[src/rtl/mem_arbiter_pkg.sv]
// Shared widths, size codes, state encodings and helpers for the RAM arbiter.
package mem_arbiter_pkg;

  localparam int unsigned RamAdrW = 32;
  localparam int unsigned DatW    = 32;

  // Byte addresses at or above this are memory-mapped I/O.
  localparam logic [RamAdrW-1:0] IoBase = 32'h0003_0000;

  // Access size codes (3 is illegal and behaves as a word).
  localparam logic [1:0] SzB = 2'd0;
  localparam logic [1:0] SzH = 2'd1;
  localparam logic [1:0] SzW = 2'd2;

  // Controller state encodings.
  localparam logic [2:0] StIdle   = 3'd0;
  localparam logic [2:0] StRead   = 3'd1;
  localparam logic [2:0] StWrite  = 3'd2;
  localparam logic [2:0] StIoWait = 3'd3;
  localparam logic [2:0] StDone   = 3'd4;

  typedef enum logic {
    OwnIc = 1'b0,
    OwnLs = 1'b1
  } owner_e;

  // Number of RAM byte cycles for a size code.
  function automatic logic [2:0] size_bytes(input logic [1:0] size);
    case (size)
      SzB:     return 3'd1;
      SzH:     return 3'd2;
      SzW:     return 3'd4;
      default: return 3'd4;
    endcase
  endfunction

endpackage

[src/rtl/mem_arbiter_if.sv]
// Requester-side and RAM-side bus of the memory arbiter.
interface mem_arbiter_if;
  import mem_arbiter_pkg::*;

  // RAM pins
  logic [7:0]         mem_din;
  logic [7:0]         mem_dout;
  logic [RamAdrW-1:0] mem_a;
  logic               mem_wr;

  // Instruction fetch path
  logic               ic_req;
  logic [RamAdrW-1:0] ic_addr;
  logic               ic_ok;
  logic [DatW-1:0]    ic_data;

  // Load/store buffer path
  logic               ls_req;
  logic               ls_wr;
  logic [1:0]         ls_size;
  logic [RamAdrW-1:0] ls_addr;
  logic [DatW-1:0]    ls_wdata;
  logic               ls_ok;
  logic [DatW-1:0]    ls_rdata;

  // Arbiter side
  modport slave (
    input  mem_din, ic_req, ic_addr, ls_req, ls_wr, ls_size, ls_addr, ls_wdata,
    output mem_dout, mem_a, mem_wr, ic_ok, ic_data, ls_ok, ls_rdata
  );

  // Requester / RAM side
  modport master (
    output mem_din, ic_req, ic_addr, ls_req, ls_wr, ls_size, ls_addr, ls_wdata,
    input  mem_dout, mem_a, mem_wr, ic_ok, ic_data, ls_ok, ls_rdata
  );

endinterface

[src/rtl/mem_rr_arb.sv]
// Two-way round-robin grant between instruction fetch and load/store.
module mem_rr_arb (
  input  logic clk,
  input  logic rst,
  input  logic arb_en,    // a grant taken this cycle updates the history
  input  logic req_ic,
  input  logic req_ls,
  output logic gnt_valid,
  output logic gnt_ls      // 1 = grant LSB, 0 = grant ic
);

  logic last_ls_q;

  // On a tie, favour whichever side was not granted last.
  always_comb begin
    gnt_valid = req_ic | req_ls;
    gnt_ls    = req_ls & (~req_ic | ~last_ls_q);
  end

  // Remember the most recent winner; reset to ic so LSB wins the first tie.
  always_ff @(posedge clk) begin
    if (rst) begin
      last_ls_q <= 1'b0;
    end else if (arb_en && gnt_valid) begin
      last_ls_q <= gnt_ls;
    end
  end

endmodule

[src/rtl/mem_arbiter.sv]
// Byte-serial RAM controller shared by ins_cache fills and the LSB.
module mem_arbiter
  import mem_arbiter_pkg::*;
(
  input  logic          clk,
  input  logic          rst,
  input  logic          en,
  input  logic          flush,
  input  logic          io_buffer_full,
  mem_arbiter_if.slave  bus
);

  logic [2:0]         state_q, state_d;
  logic [2:0]         cnt_q, cnt_d;
  logic [2:0]         nbytes_q, nbytes_d;
  owner_e             owner_q, owner_d;
  logic [RamAdrW-1:0] addr_q, addr_d;
  logic [DatW-1:0]    wdata_q, wdata_d;
  logic [DatW-1:0]    data_q, data_d;

  logic req_ic_m, req_ls_m, arb_en, gnt_valid, gnt_ls;
  logic [1:0] rd_idx;

  // In DONE the owner's request is stale (it drops at the end of the ok cycle),
  // so only the other side may win the grant taken at that edge.
  assign req_ic_m = bus.ic_req & ~((state_q == StDone) & (owner_q == OwnIc));
  assign req_ls_m = bus.ls_req & ~((state_q == StDone) & (owner_q == OwnLs));
  assign arb_en   = en & ((state_q == StIdle) | (state_q == StDone));

  // Read data lags its address by one cycle, so cnt k captures byte k-1.
  assign rd_idx = 2'(cnt_q - 3'd1);

  mem_rr_arb u_rr_arb (
    .clk       (clk),
    .rst       (rst),
    .arb_en    (arb_en),
    .req_ic    (req_ic_m),
    .req_ls    (req_ls_m),
    .gnt_valid (gnt_valid),
    .gnt_ls    (gnt_ls)
  );

  // Next-state: grant, byte sequencing, read assembly, flush abort and pause.
  always_comb begin
    state_d  = state_q;
    cnt_d    = cnt_q;
    nbytes_d = nbytes_q;
    owner_d  = owner_q;
    addr_d   = addr_q;
    wdata_d  = wdata_q;
    data_d   = data_q;

    if (en) begin
      case (state_q)
        StIdle, StDone: begin
          state_d = StIdle;
          if (gnt_valid) begin
            cnt_d  = '0;
            data_d = '0;
            if (gnt_ls) begin
              owner_d  = OwnLs;
              addr_d   = bus.ls_addr;
              nbytes_d = size_bytes(bus.ls_size);
              wdata_d  = bus.ls_wdata;
              if (!bus.ls_wr) begin
                state_d = StRead;
              end else if ((bus.ls_addr >= IoBase) && io_buffer_full) begin
                state_d = StIoWait;
              end else begin
                state_d = StWrite;
              end
            end else begin
              owner_d  = OwnIc;
              addr_d   = bus.ic_addr;
              nbytes_d = 3'd4;
              wdata_d  = '0;
              state_d  = StRead;
            end
          end
        end
        StRead: begin
          if (flush) begin
            state_d = StIdle;
          end else begin
            if (cnt_q != 3'd0) begin
              data_d[{rd_idx, 3'b000} +: 8] = bus.mem_din;
            end
            if (cnt_q == nbytes_q) begin
              state_d = StDone;
            end else begin
              cnt_d = cnt_q + 3'd1;
            end
          end
        end
        StWrite: begin
          // Stores are committed; flush does not abort them.
          if (cnt_q == nbytes_q - 3'd1) begin
            state_d = StDone;
          end else begin
            cnt_d = cnt_q + 3'd1;
          end
        end
        StIoWait: begin
          if (!io_buffer_full) begin
            state_d = StWrite;
            cnt_d   = '0;
          end
        end
        default: state_d = StIdle;
      endcase
    end else if ((state_q == StRead) || (state_q == StWrite)) begin
      // A paused transfer restarts from byte 0 when enable returns.
      cnt_d = '0;
    end
  end

  // State registers.
  always_ff @(posedge clk) begin
    if (rst) begin
      state_q  <= StIdle;
      cnt_q    <= '0;
      nbytes_q <= '0;
      owner_q  <= OwnIc;
      addr_q   <= '0;
      wdata_q  <= '0;
      data_q   <= '0;
    end else begin
      state_q  <= state_d;
      cnt_q    <= cnt_d;
      nbytes_q <= nbytes_d;
      owner_q  <= owner_d;
      addr_q   <= addr_d;
      wdata_q  <= wdata_d;
      data_q   <= data_d;
    end
  end

  // RAM pins and completion handshakes.
  always_comb begin
    bus.mem_a    = '0;
    bus.mem_dout = '0;
    bus.mem_wr   = 1'b0;
    if ((state_q == StRead) && (cnt_q < nbytes_q)) begin
      bus.mem_a = addr_q + RamAdrW'(cnt_q);
    end else if (state_q == StWrite) begin
      bus.mem_a    = addr_q + RamAdrW'(cnt_q);
      bus.mem_dout = wdata_q[{cnt_q[1:0], 3'b000} +: 8];
      bus.mem_wr   = en;
    end

    bus.ic_ok    = en & (state_q == StDone) & (owner_q == OwnIc);
    bus.ls_ok    = en & (state_q == StDone) & (owner_q == OwnLs);
    bus.ic_data  = (owner_q == OwnIc) ? data_q : '0;
    bus.ls_rdata = (owner_q == OwnLs) ? data_q : '0;
  end

endmodule

[src/flat_wrapper.sv]
// flat-port wrapper written by rule: the top's interface ports become plain ports
module mem_arbiter_flat import mem_arbiter_pkg::*;
  (clk, rst, en, flush, io_buffer_full, bus_mem_din, bus_ic_req, bus_ic_addr, bus_ls_req, bus_ls_wr, bus_ls_size, bus_ls_addr, bus_ls_wdata, bus_mem_dout, bus_mem_a, bus_mem_wr, bus_ic_ok, bus_ic_data, bus_ls_ok, bus_ls_rdata);
  mem_arbiter_if bus_i ();
  input  logic clk;
  input  logic rst;
  input  logic en;
  input  logic flush;
  input  logic io_buffer_full;
  input wire logic [$bits(bus_i.mem_din)-1:0] bus_mem_din;
  input wire logic [$bits(bus_i.ic_req)-1:0] bus_ic_req;
  input wire logic [$bits(bus_i.ic_addr)-1:0] bus_ic_addr;
  input wire logic [$bits(bus_i.ls_req)-1:0] bus_ls_req;
  input wire logic [$bits(bus_i.ls_wr)-1:0] bus_ls_wr;
  input wire logic [$bits(bus_i.ls_size)-1:0] bus_ls_size;
  input wire logic [$bits(bus_i.ls_addr)-1:0] bus_ls_addr;
  input wire logic [$bits(bus_i.ls_wdata)-1:0] bus_ls_wdata;
  output wire logic [$bits(bus_i.mem_dout)-1:0] bus_mem_dout;
  output wire logic [$bits(bus_i.mem_a)-1:0] bus_mem_a;
  output wire logic [$bits(bus_i.mem_wr)-1:0] bus_mem_wr;
  output wire logic [$bits(bus_i.ic_ok)-1:0] bus_ic_ok;
  output wire logic [$bits(bus_i.ic_data)-1:0] bus_ic_data;
  output wire logic [$bits(bus_i.ls_ok)-1:0] bus_ls_ok;
  output wire logic [$bits(bus_i.ls_rdata)-1:0] bus_ls_rdata;
  assign bus_i.mem_din = bus_mem_din;
  assign bus_i.ic_req = bus_ic_req;
  assign bus_i.ic_addr = bus_ic_addr;
  assign bus_i.ls_req = bus_ls_req;
  assign bus_i.ls_wr = bus_ls_wr;
  assign bus_i.ls_size = bus_ls_size;
  assign bus_i.ls_addr = bus_ls_addr;
  assign bus_i.ls_wdata = bus_ls_wdata;
  assign bus_mem_dout = bus_i.mem_dout;
  assign bus_mem_a = bus_i.mem_a;
  assign bus_mem_wr = bus_i.mem_wr;
  assign bus_ic_ok = bus_i.ic_ok;
  assign bus_ic_data = bus_i.ic_data;
  assign bus_ls_ok = bus_i.ls_ok;
  assign bus_ls_rdata = bus_i.ls_rdata;
  mem_arbiter u_core (.clk(clk), .rst(rst), .en(en), .flush(flush), .io_buffer_full(io_buffer_full), .bus(bus_i));
endmodule
[config.mk]
export PLATFORM = sky130hd
export DESIGN_NAME = mem_arbiter_flat
export DESIGN_NICKNAME = d
export VERILOG_FILES = /design/src/rtl/mem_arbiter_pkg.sv /design/src/rtl/mem_arbiter_if.sv /design/src/rtl/mem_rr_arb.sv /design/src/rtl/mem_arbiter.sv /design/src/flat_wrapper.sv
export SDC_FILE = /design/constraint.sdc
export NUM_CORES = 1
export LEC_CHECK = 0
export ABC_AREA = 1
export BUFFER_PORTS_ARGS = -buffer_cell sky130_fd_sc_hd__buf_2
export CORE_MARGIN = 2
export CORE_UTILIZATION = 35
export DETAILED_ROUTE_END_ITERATION = 12
export PLACE_DENSITY = 0.66
export REMOVE_ABC_BUFFERS = 1
export SYNTH_ARGS = -nofsm -noshare
export SYNTH_HDL_FRONTEND = slang
export SYNTH_SLANG_ARGS = --single-unit
[constraint.sdc]
create_clock -name clk -period 4.3 [get_ports clk]
set_input_delay 0.43 -clock clk [delete_from_list [all_inputs] [get_ports clk]]
set_output_delay 0.43 -clock clk [all_outputs]
set_load 0.05 [all_outputs]
==> impl_metrics.toml, run 1 <==
[hold_path]
holdPathStages = 3
hold_end = "u_core.wdata_q[19]"
hold_start = "bus_ls_wdata[19]"
min-delay-path-class = "primary input to flop"

[floorplanning]
core_mm2 = 0.0196
die_x_um = 146
dieHeight_um = 146
rows = 51
io_pins = 221
dieArea_mm2 = 0.0212
start_util_pct = 35.8

[global_route]
grt_pass1_vias = 6833
grt_max_degree = 74
grt_use_total_pct = 19.3
grt_pass1_wl_um = 33900
grt_overflow_total = 0
antenna_found_initial = 1

[logic_synthesis]
async_reset_ff_share_pct = 0
synth_cell_types = 38
yosysWarnings = 0
syn_inst = 1160
synth-seq-area-share_pct = 30.2
netlist_area_mm2 = 0.00702
synthFlopType = "dfxtp_1"
syn_avg_cell_area_um2 = 6.05
synth-edff-count = 0
synth_seq_cells = 106

[sta]
fmax_ghz = 0.279
tns_ns = 0
period_needed_ns = 3.58
setup_viol = 0
relSlewSlack_pct = 40.5
rsz0062_at_grt = "no"
fin_hold_ws_ns = 0.317
period_share_pct = 83.4
report.final.slew_viol_count = 0
fin_skew_ns = 0.00698
final_hold_viol_count = 0
worstMarginPinSlew_ns = 0.893

[placed_design]
port_buffers = 220
place_congestion = 0.854
dp_hpwl_um = 15900

[worst_setup_path]
r2r_setup_slack_ns = 1.74
worstSetupPathType = "flop to primary output"
crit_path_end_kind = "primary output"
reg2reg_to = "u_core.data_q[24]"
path_max_fanout = 12
worstRegToRegCells = 11
worstReg2RegStart = "u_core.cnt_q[0]"
arrival_ns = 3.15
crit_path_start_kind = "flop"
cp.required_ns = 3.87

[job]
max_cap_violations = 0

[drt]
vias = 7646
wl_per_cell_um = 13.0
drc_errors = 0
detail-route-antenna-nets = 0
routed_wl_um = 21000
vias_per_cell = 4.74
drt_iter0_markers = 403
dr.pass1.iters = 5

[cts]
tritoncts.num_buffers = 9
cts_tree = "built"
ctsResizeCount = 0
ctsLongestPathBuffers = 2
cts-root-buf = "clkbuf_16"
cts.sinks = 106
clock_latency_ns = 0.36
ctsHoldBuffers = 0
cts_setup_buffers = 0
htree_levels = 3
clkTransAtPathRegs_ns = 0.07

[pwr]
max-vdd-ir-drop_mv = 0.191
p_per_area_mw_per_mm2 = 364
p_leak_nw = 4.50
power.switching_mw = 1.20
pwr-share-seq_pct = 37.1
p_sw_share_pct = 38.6
intPower_mw = 1.91
comb_power_share_pct = 33.7
p_clk_share_pct = 29.3
finalPower_mw = 3.12

[cells_and_area]
nets = 1471
area_growth_pct = 22.0
layout-drive-gt1-share_pct = 20.1

[status]
status = "completed"
[per-stage QoR]
step	instance area (um^2)	std cells	util, %	setup WS [ns]
4_1_cts	8560	1613	43.7	0.651
5_1_grt	8560	1614	43.7	0.335
6_report	8560	1614	43.7	0.716
3_3_place_gp	8230	1597	42.0	1.09
2_1_floorplan	6750	1106	-	0.834
3_5_place_dp	8230	1597	42.0	1.05
[power by group through the flow]
| stage | clock network, mW | registers [mW] | logic (mW) |
|---|---|---|---|
| 2_1_floorplan | 0 | 1.17 | 0.756 |
| 3_3_place_gp | 0 | 1.17 | 1.05 |
| 3_5_place_dp | 0 | 1.18 | 1.05 |
| 4_1_cts | 0.938 | 1.15 | 1.06 |
| 5_1_grt | 0.973 | 1.17 | 1.17 |
| 6_report | 0.913 | 1.16 | 1.05 |
[area by class of cell]
class / instances / area (um^2)
well taps: 265 / 332
fillers: 2129 / 11000
clock buffers: 12 / 256
flip-flops and latches: 106 / 2120
clock inverters: 4 / 73.8
repair buffers: 226 / 1150
multi-input cells: 840 / 4030
diodes: 1 / 2.50
inverters: 160 / 603
[placed cells by master, fill, tap and decap left out, types with 3 or more instances in the layout]
cell / instances
inv_2: 4
ha_1: 13
nand4_1: 47
buf_4: 6
nand3b_1: 3
nand3_4: 7
nor2_1: 169
xor2_1: 6
nand2_1: 327
o211a_1: 12
nor3_1: 15
a21oi_1: 86
clkbuf_16: 9
nand3_1: 72
nand2_2: 5
o21ai_1: 13
dfxtp_1: 105
nand3_2: 3
or2_2: 3
o21ai_0: 44
inv_1: 153
buf_2: 220
[worst max-delay path, cell delays in order (launching register included)]
cell and delay (ns):
dfxtp_1 0.33, clkinv_1 0.37, fa_1 0.55, inv_1 0.07, nand2_1 0.06, nand2_1 0.09, nand2_1 0.09, nor2_1 0.30
nand4_1 0.26, nor2_1 0.19, nor2_1 0.05, nor2_1 0.14, buf_2 0.28
[worst max-delay path by stage]
stage | start | endpoint | slack [ns] | cells past startpoint
after floorplan | u_core.cnt_q[0] | bus_mem_a[12] | 0.83 | 10
after global placement | u_core.cnt_q[1] | bus_mem_a[28] | 1.09 | 12
after detailed placement | u_core.cnt_q[1] | bus_mem_a[28] | 1.05 | 12
after CTS | u_core.cnt_q[1] | bus_mem_a[28] | 0.65 | 12
after global routing | u_core.cnt_q[1] | bus_mem_a[28] | 0.33 | 12
final | u_core.cnt_q[1] | bus_mem_a[28] | 0.72 | 12
[state kept, by name (all words and copies together), names as in the netlist]
name and count:
u_core.wdata_q 32, u_core.cnt_q 3, u_core.data_q 32, u_core.state_q 3
u_core.nbytes_q 3, u_core.addr_q 32, u_core.u_rr_arb.last_ls_q 1
[kinds of logic after synthesis]
group	synth area share, %
simple gates	41.3
xor+xnor	0.874
flops	30.2
compound gates	12.5
buf+inv	12.4
fa+ha+maj	2.60
[routing by layer]
| layer | up-vias | track usage [%] | routed length [um] |
|---|---|---|---|
| li1 | 4050 | - | - |
| met1 | 3354 | 26.6 | 10100 |
| met2 | 219 | 31.1 | 9280 |
| met3 | 23 | 3.10 | 1160 |
| met4 | 0 | 5.78 | 404 |
| met5 | - | 0 | 0 |
[synth_stat cells (6+ instances only)]
cell type | n | area, um^2
o211a_1 | 12 | 120
o21ai_0 | 44 | 220
nand3_4 | 7 | 123
dfxtp_1 | 106 | 2120
nor3_1 | 15 | 75.1
a21oi_1 | 86 | 430
xor2_1 | 6 | 52.6
inv_1 | 153 | 574
nand3_1 | 72 | 360
nor2_1 | 169 | 634
buf_2 | 19 | 95.1
nand2_1 | 327 | 1230
nand4_1 | 47 | 294
o21ai_1 | 13 | 65.1
clkbuf_1 | 23 | 86.3
ha_1 | 13 | 163
Power figures use the tool's default switching activity.
==> run 2: changes to the inputs <==
==> constraint.sdc (replaced) <==
create_clock -name clk -period 3.6 [get_ports clk]
set_input_delay 0.36 -clock clk [delete_from_list [all_inputs] [get_ports clk]]
set_output_delay 0.36 -clock clk [all_outputs]
set_load 0.05 [all_outputs]
==> run 2 against run 1 <==
- wire length up 1.6%
- non-clock buffer count is 3 higher
- critical endpoint unchanged
- total power increased by 15%
- via count rose by 0.26%
- clock power is 3.1% higher
- first-iteration DRC count increased by 13%
- worst hold slack worse by 0.069 ns
- sequential power is 19% higher
- critical path depth rose by 1
- largest cell class unchanged
==> impl_metrics.toml, run 2 (same netlist as run 1, synthesis figures left out) <==
[cells_and_area]
reg_top3 = "u_core.addr_q (32), u_core.data_q (32), u_core.wdata_q (32)"
instances_no_fill = 1617
nets = 1474
final_cell_mix = "nand2_1 (327), buf_2 (218), nor2_1 (169), inv_1 (153), dfxtp_1 (105)"
layout-drive-gt1-share_pct = 20.2
area_growth_pct = 21.9
final_common_cell = "nand2_1"

[floorplanning]
core_mm2 = 0.0196
die_x_um = 146
dieHeight_um = 146
rows = 51
dieArea_mm2 = 0.0212
io_pins = 221
start_util_pct = 35.8

[worst_setup_path]
worst_path_most_repeated_cell = "nor2_1"
cp.required_ns = 3.24
crit_path_start_kind = "flop"
worstSetupPathType = "flop to primary output"
cp_num_cells = 13
path_max_fanout = 12
path_delay_family = "simple AND/OR/NAND/NOR gates"
crit_path_top_delay_cell = "fa_1"
cp_num_buf_inv = 4
crit_path_end_kind = "primary output"
arrival_ns = 2.99
max_stage_delay_ns = 0.41
crit_start = "u_core.cnt_q[1]"
worstReg2RegStart = "u_core.cnt_q[0]"
reg2reg_to = "u_core.data_q[24]"
r2r_setup_slack_ns = 1.03
cp_cell_sequence = "clkinv_1 > buf_4 > fa_1 > inv_1 > nand2_1 > nand2_1 > nand2_1 > nor2_1 > nand4_1 > nor2_1 > nor2_1 > nor2_1 > buf_12"
critPathCapture = "bus_mem_a[28]"
worstRegToRegCells = 11

[job]
max_cap_violations = 0

[sta]
relSlewSlack_pct = 57.0
period_needed_ns = 3.35
worstMarginPinSlew_ns = 0.645
report.final.slew_viol_count = 0
final_hold_viol_count = 0
tns_ns = 0
worst_slack_ns = 0.247
fmax_ghz = 0.298
fin_skew_ns = 0.00630
setup_viol = 0
rsz0062_at_grt = "no"
period_share_pct = 93.1

[hold_path]
min-delay-path-class = "primary input to flop"

[pwr]
p_sw_share_pct = 40.5
pwr-share-seq_pct = 38.5
p_clk_share_pct = 26.2
p_per_area_mw_per_mm2 = 419
max-vdd-ir-drop_mv = 0.249
p_leak_nw = 4.49
power.switching_mw = 1.45
intPower_mw = 2.14
comb_power_share_pct = 35.3

[cts]
ctsResizeCount = 0
tritoncts.num_buffers = 9
clock_latency_ns = 0.35
cts_tree = "built"
htree_levels = 3
clkTransAtPathRegs_ns = 0.07
cts_setup_buffers = 0
cts.sinks = 106
ctsHoldBuffers = 0
ctsLongestPathBuffers = 2
cts-root-buf = "clkbuf_16"

[global_route]
grt_use_total_pct = 19.6
grt_pass1_vias = 6989
antenna_found_initial = 1
grt_pass1_wl_um = 34600
grt_max_degree = 65
grt_overflow_total = 0

[drt]
vias_per_cell = 4.74
drc_errors = 0
wl_per_cell_um = 13.2
vias = 7666
routed_wl_um = 21300
detail-route-antenna-nets = 0
drt_iter0_markers = 457
dr.pass1.iters = 6

[placed_design]
dpl.cell_count = 1600
preCtsSetupSlack_ns = 0.709
place_congestion = 0.910
dp_hpwl_um = 16100
port_buffers = 220

[status]
status = "completed"
-- run 2: cell count changes in the layout (fill, tap and decap cells not counted) --
cell	delta
clkbuf_8	-1
buf_2	-2
clkinv_2	+1
buf_4	+3
inv_6	+1
bufinv_16	-2
clkbuf_1	+1
clkinvlp_4	+1
clkinv_4	-1
buf_12	+2
-- run 2: worst reg2reg max path, delay by kind of cell, from the launching register on --
kind	cells	cell delay [ns]
flops	1	0.33
buf+inv	4	0.73
simple gates	6	1.07
fa+ha+maj	1	0.37
-- run 2: final cells by class --
type                    count  area [um^2]
clock buffers              12          246
well taps                 265          332
fillers                  2201        11000
clock inverters             4         26.3
flip-flops and latches    106         2120
multi-input cells         840         4030
inverters                 160          603
diodes                      1         2.50
repair buffers            229         1200
-- run 2: how the worst min path moves through the flow --
stage                             from                  to  slack [ns]  depth (start not counted)
floorplan                          rst  u_core.nbytes_q[0]        0.43                          1
global placement    u_core.wdata_q[25]  u_core.wdata_q[25]        0.45                          2
detailed placement  u_core.wdata_q[25]  u_core.wdata_q[25]        0.45                          2
CTS                   bus_ls_wdata[15]  u_core.wdata_q[15]        0.24                          3
global route          bus_ls_wdata[31]  u_core.wdata_q[31]        0.25                          3
finish                bus_ls_wdata[15]  u_core.wdata_q[15]        0.25                          3
-- run 2: through the flow --
| step | cell area [um^2] | hold WS (ns) | power, mW | utilization (%) |
|---|---|---|---|---|
| 2_1_floorplan | 6750 | 0.429 | 2.30 | - |
| 3_3_place_gp | 8280 | 0.450 | 2.66 | 42.3 |
| 3_5_place_dp | 8280 | 0.452 | 2.68 | 42.3 |
| 4_1_cts | 8550 | 0.238 | 3.63 | 43.7 |
| 5_1_grt | 8560 | 0.249 | 3.82 | 43.7 |
| 6_report | 8560 | 0.247 | 3.59 | 43.7 |
-- run 2: layer usage --
layer  up-vias  GRT usage [%]  share of wire, %
met2       206           32.0                45
li1       4051              -                 -
met3        24           3.07               4.9
met5         -              0                 0
met1      3385           27.0                49
met4         0           5.54               1.7
-- run 2: power groups by stage --
stage                     Sequential, mW  Clock, mW  Combinational (mW)
after floorplan                     1.40          0               0.903
after global placement              1.40          0                1.26
after detailed placement            1.40          0                1.27
after CTS                           1.38      0.973                1.28
after global routing                1.40       1.01                1.41
final                               1.38      0.941                1.27
